File: src/rtl/dpram_fifo_ctrl.sv
`timescale 1ns/1ps
// FIFO controller over a dual-port RAM (A = write, B = read) with a 2-entry output skid buffer
// that hides the RAM's one-cycle read latency so the consumer side sustains one word per clock.
module dpram_fifo_ctrl #(
    parameter int unsigned DATA_WIDTH = 32,
    parameter int unsigned ADDR_WIDTH = 16
) (
    input  logic                  clock,
    input  logic                  reset_n,
    input  logic                  in_valid,
    output logic                  in_ready,
    input  logic [DATA_WIDTH-1:0] in_data,
    output logic                  out_valid,
    input  logic                  out_ready,
    output logic [DATA_WIDTH-1:0] out_data,
    output logic [ADDR_WIDTH:0]   count,
    output logic [ADDR_WIDTH-1:0] ram_address_a,
    output logic [DATA_WIDTH-1:0] ram_data_a,
    output logic                  ram_wren_a,
    output logic [ADDR_WIDTH-1:0] ram_address_b,
    output logic [DATA_WIDTH-1:0] ram_data_b,
    output logic                  ram_wren_b,
    input  logic [DATA_WIDTH-1:0] ram_q_b
);

    localparam int unsigned CntW = ADDR_WIDTH + 1;
    localparam logic [ADDR_WIDTH:0] DepthCnt = {1'b1, {ADDR_WIDTH{1'b0}}};

    logic [ADDR_WIDTH-1:0] wr_ptr_q, wr_ptr_d, rd_ptr_q, rd_ptr_d;
    logic [ADDR_WIDTH:0]   ram_cnt_q, ram_cnt_d, count_q, count_d;
    logic                  inflight_q, inflight_d;
    logic [1:0]            skid_cnt_q, skid_cnt_d;
    logic [DATA_WIDTH-1:0] skid0_q, skid0_d, skid1_q, skid1_d;
    logic                  accept, pop, issue;
    logic [2:0]            occ;
    logic [1:0]            wr_idx;

    // in_ready is held low while reset is asserted.
    assign in_ready  = reset_n & (ram_cnt_q != DepthCnt);
    assign accept    = in_valid & in_ready;
    assign out_valid = (skid_cnt_q != 2'd0);
    assign pop       = out_valid & out_ready;
    assign occ       = {1'b0, skid_cnt_q} + {2'b00, inflight_q} - {2'b00, pop};
    assign issue     = (ram_cnt_q != '0) & (occ < 3'd2);

    assign out_data      = skid0_q;
    assign count         = count_q;
    assign ram_address_a = wr_ptr_q;
    assign ram_data_a    = in_data;
    assign ram_wren_a    = accept;
    assign ram_address_b = rd_ptr_q;
    assign ram_data_b    = '0;
    assign ram_wren_b    = 1'b0;

    always_comb begin
        wr_ptr_d   = wr_ptr_q + ADDR_WIDTH'(accept);
        rd_ptr_d   = rd_ptr_q + ADDR_WIDTH'(issue);
        ram_cnt_d  = ram_cnt_q + CntW'(accept) - CntW'(issue);
        inflight_d = issue;

        skid0_d    = skid0_q;
        skid1_d    = skid1_q;
        if (pop) begin
            skid0_d = skid1_q;
        end
        // A captured word lands behind whatever survives this edge's pop.
        wr_idx = skid_cnt_q - {1'b0, pop};
        if (inflight_q) begin
            if (wr_idx == 2'd0) begin
                skid0_d = ram_q_b;
            end else begin
                skid1_d = ram_q_b;
            end
        end
        skid_cnt_d = skid_cnt_q + {1'b0, inflight_q} - {1'b0, pop};

        count_d = ram_cnt_d + CntW'(inflight_d) + CntW'(skid_cnt_d);
    end

    always_ff @(posedge clock or negedge reset_n) begin
        if (!reset_n) begin
            wr_ptr_q   <= '0;
            rd_ptr_q   <= '0;
            ram_cnt_q  <= '0;
            inflight_q <= 1'b0;
            skid_cnt_q <= 2'd0;
            skid0_q    <= '0;
            skid1_q    <= '0;
            count_q    <= '0;
        end else begin
            wr_ptr_q   <= wr_ptr_d;
            rd_ptr_q   <= rd_ptr_d;
            ram_cnt_q  <= ram_cnt_d;
            inflight_q <= inflight_d;
            skid_cnt_q <= skid_cnt_d;
            skid0_q    <= skid0_d;
            skid1_q    <= skid1_d;
            count_q    <= count_d;
        end
    end

endmodule
File: config.mk
export PLATFORM = sky130hd
export DESIGN_NAME = dpram_fifo_ctrl
export DESIGN_NICKNAME = d
export VERILOG_FILES = /design/src/rtl/dpram_fifo_ctrl.sv
export SDC_FILE = /design/constraint.sdc
export NUM_CORES = 1
export LEC_CHECK = 0
export BUFFER_PORTS_ARGS = -buffer_cell sky130_fd_sc_hd__buf_2
export CAP_MARGIN = 20
export CELL_PAD_IN_SITES_DETAIL_PLACEMENT = 1
export CELL_PAD_IN_SITES_GLOBAL_PLACEMENT = 1
export CORE_UTILIZATION = 31
export DETAILED_ROUTE_END_ITERATION = 6
export HOLD_SLACK_MARGIN = 0.06
export PLACE_DENSITY = 0.66
export SYNTH_ARGS = -nofsm -noshare
export SYNTH_HDL_FRONTEND = slang
export SYNTH_SLANG_ARGS = --single-unit
File: constraint.sdc
create_clock -name clock -period 6.33 [get_ports clock]
set_clock_uncertainty 0.1 [all_clocks]
set_input_delay 0.3165 -clock clock [delete_from_list [all_inputs] [get_ports clock]]
set_output_delay 0.3165 -clock clock [all_outputs]
set_load 0.01 [all_outputs]
==> run_results.csv <==
group,metric,value,unit
synthesis,synth-compound-area-share,0.08478,
synthesis,synth_edf_count,0,
final_layout,most-common-layout-cells,"133 x dfrtp_1, 118 x buf_2, 52 x nor2_1",
power_and_ir_drop,switchingPower,2.273,mW
run,cap_violations,0,
clock_network,cts-root-buf,"clkbuf_16",
clock_network,clk_path_buf_depth,2,
route,wl_met2,7.875,mm
power_and_ir_drop,peakVddDrop,0.2099,mV
clock_network,cts_inserted_buffers,17,
setup_path,startpoint_type,"flop",
synthesis,dominantRegCellSynth,"dfrtp_1",
final_layout,final_common_cell,"dfrtp_1",
synthesis,ys_ff_latch,133,
floorplanning,rows,54,
floorplanning,core-area,0.02182,mm²
route,drt-met1-wl,7.243,mm
synthesis,synth.avg_cell_area,11.14,µm²
route,drt_iter0_drc,104,
route,wl_per_cell,15.51,µm
setup_path,crit_path_end_kind,"flop",
power_and_ir_drop,swShare,0.4195,
global_route,grt_pass1_wl,26.12,mm
sta,layout_setup_ws,1.172,ns
clock_network,clk_latency,0.41,ns
worst_hold_path,hp-class,"input port to async pin",
placement,port_buffers,119,
route,top_layer_used,"met5",
clock_network,tritoncts,"yes",
run_status,status,"complete, no violations",
synthesis,yosysTopAreaCellShare,0.4819,
synthesis,synth-simple-area-share,0.09402,
clock_network,cts_sinks,133,
sta,slew_violations,0,
power_and_ir_drop,clockPowerShare,0.186,
setup_path,worstPathArrival,5.35,ns
synthesis,synth_mux_area_frac,0.09855,
route,totalWireLength,16.16,mm
floorplanning,ios,217,
floorplanning,dieArea,0.02288,mm²
synthesis,synth_adder_area_share,0.06486,
global_route,grt_usage,0.1475,
global_route,grt_max_degree,55,
final_layout,num_antenna_cells,0,
floorplanning,die_h,151.3,µm
route,vias,4751,
final_layout,nNetsFinal,851,
route,drc,0,
clock_network,clkTransAtPathRegs,0.06,ns
synthesis,async_flop_share,1.000,
sta,setup_viol,0,
setup_path,worstSetupPathType,"flop to flop",
synthesis,synth_largest_area_cell,"dfrtp_1",
floorplanning,initial_core_util,0.3165,
global_route,grt_overflow,0,
sta,setup-tns-final,0,ns
power_and_ir_drop,p_int,3.145,mW
synthesis,ys_top_cells_by_area,"dfrtp_1 48%, buf_4 7.1%, xnor2_1 5.7%, ha_1 5.6%, mux2_2 5.2%",
synthesis,synth_cell_type_count,57,
synthesis,syn_inst,620,
power_and_ir_drop,p_leak,4.155,nW
sta,fmax,193.9,MHz
power_and_ir_drop,p_seq_frac,0.276,
synthesis,synth-xor-area-share,0.07699,
synthesis,syn_area,0.006907,mm²
sta,rsz0062_at_grt,"false",
floorplanning,die_w,151.3,µm
global_route,grt_pass1_vias,5061,
placement,place_hpwl,11.38,mm
clock_network,cts_htree_levels,4,
sta,tightest_slew,1.073,ns
clock_network,post_cts_buffers,0,
synthesis,yosys_warnings,0,
sta,slew_headroom,0.2824,
placement,place.gp.congestion,0.7641,
synthesis,synth_top_family_by_area,"multiplexers",
route,vias_per_cell,4.560,
setup_path,cp_max_fo,8,
final_layout,layout-drive-gt1-share,0.2769,
power_and_ir_drop,p_per_area,641.5,mW/mm²
route,postRouteAntennaNets,0,
power_and_ir_drop,share_comb_of_total_power,0.538,
synthesis,yosysSeqAreaShare,0.4819,
route,dr.pass1.iters,6,
global_route,antenna_found_initial,2,
sta,final_hold_viol_count,0,
sta,period_share,0.8149,
placement,dpl_worst_slack,1.084,ns
route,routed-wl-met3,815,µm
setup_path,required,6.52,ns
final_layout,syn_to_final_growth,22.28,%
sta,post-route-min-period,5.158,ns
==> cell families (layout without fill, tap and decap cells) <==
family | count (synthesis) | after routing
other cells | 1 | 33
xor+xnor | 59 | 59
compound gates | 81 | 81
simple gates | 132 | 132
fa+ha+maj | 34 | 34
buf+inv | 116 | 226
mux | 64 | 64
flops | 133 | 133
==> worst max-delay path: stages (launching register included) <==
cell       delay [ns]
dfrtp_1          0.32
inv_1            0.06
o21ai_0          0.46
ha_1             0.24
inv_1            0.05
fa_1             0.37
xnor2_1          0.16
o211a_1          0.33
ha_1             0.29
inv_1            0.06
ha_1             0.18
inv_1            0.06
fa_1             0.38
nand2b_1         0.21
a2111oi_4        0.41
o21a_2           0.31
a21oi_1          0.11
xnor2_1          0.36
and4bb_1         0.30
nand4_1          0.13
xnor2_1          0.15
==> sequential cells by signal, indices dropped and copies added, names as in the netlist <==
register       cells
ram_cnt_q         17
ram_address_a     16
ram_address_b     16
skid1_q           32
skid_cnt_q         2
out_data          32
count             17
inflight_q         1
==> metal layers <==
metal | vias to the layer above | global-route usage
li1 | 2259 | -
met1 | 2366 | 0.1857
met2 | 103 | 0.2457
met3 | 21 | 0.04036
met4 | 2 | 0.04200
met5 | - | 0
==> path summary, 6_finish.rpt <==
kind | to | slack, ns | depth (start not counted) | from
setup / recovery | count[16]$_DFF_PN0_ | 1.17 | 20 | skid_cnt_q[0]$_DFF_PN0_
hold / removal | skid1_q[25]$_DFFE_PN0P_ | 0.26 | 2 | reset_n
setup reg to reg | count[16]$_DFF_PN0_ | 1.17 | 20 | skid_cnt_q[0]$_DFF_PN0_
hold reg to reg | ram_address_a[15]$_DFF_PN0_ | 0.37 | 1 | ram_address_a[15]$_DFF_PN0_
max in group asynchronous | count[11]$_DFF_PN0_ | 4.86 | 3 | reset_n
min in group clock | ram_address_a[0]$_DFF_PN0_ | 0.29 | 3 | in_valid
==> cell type report <==
class                      count  area (µm²)
fill                        2434       13380
timing repair buffer         156       994.7
tap                          280       350.3
sequential                   133        3328
clock inverter                15       168.9
inverter                      38       142.6
clock buffer                  17       425.4
multi-input combinational    403        3035
==> stage by stage <==
step / area (µm²) / power [mW] / std cells / util / hold slack (ns)
2_1_floorplan: 7027 / 3.626 / 652 / - / -0.07909
3_3_place_gp: 7473 / 4.337 / 975 / 0.3424 / 0.1209
3_5_place_dp: 7521 / 4.437 / 977 / 0.3446 / 0.1268
4_1_cts: 8446 / 5.513 / 1042 / 0.3870 / 0.2401
5_1_grt: 8446 / 5.893 / 1042 / 0.3870 / 0.2790
6_report: 8446 / 5.418 / 1042 / 0.3870 / 0.2566
==> synth_stat cells (3+ instances only) <==
cell,count
dfrtp_1,133
buf_4,65
nor2_1,52
a21oi_1,46
xnor2_1,45
inv_1,36
mux2_2,32
mux2i_1,32
ha_1,31
nand2_1,27
xor2_1,12
nand3_1,11
clkbuf_1,10
nand4_1,10
and3_1,8
and2_1,6
a21o_1,4
o21ai_0,4
o31ai_1,4
buf_1,3
fa_1,3
nor3_1,3
==> repair_timing <==
action                                 4_1_cts  5_1_grt
setup endpoints to repair                    0        0
hold buffers                                33        0
endpoints found under the hold margin       78        0
gates resized for setup                      0        0
==> power by group through the flow <==
stage,sequential [mW],clock [mW],combinational [mW]
2_1_floorplan,1.56,0,2.07
3_3_place_gp,1.50,0,2.84
3_5_place_dp,1.51,0,2.93
4_1_cts,1.50,1.04,2.97
5_1_grt,1.55,1.07,3.27
6_report,1.50,1.01,2.92
No activity file was read; power rests on OpenSTA's default activity.
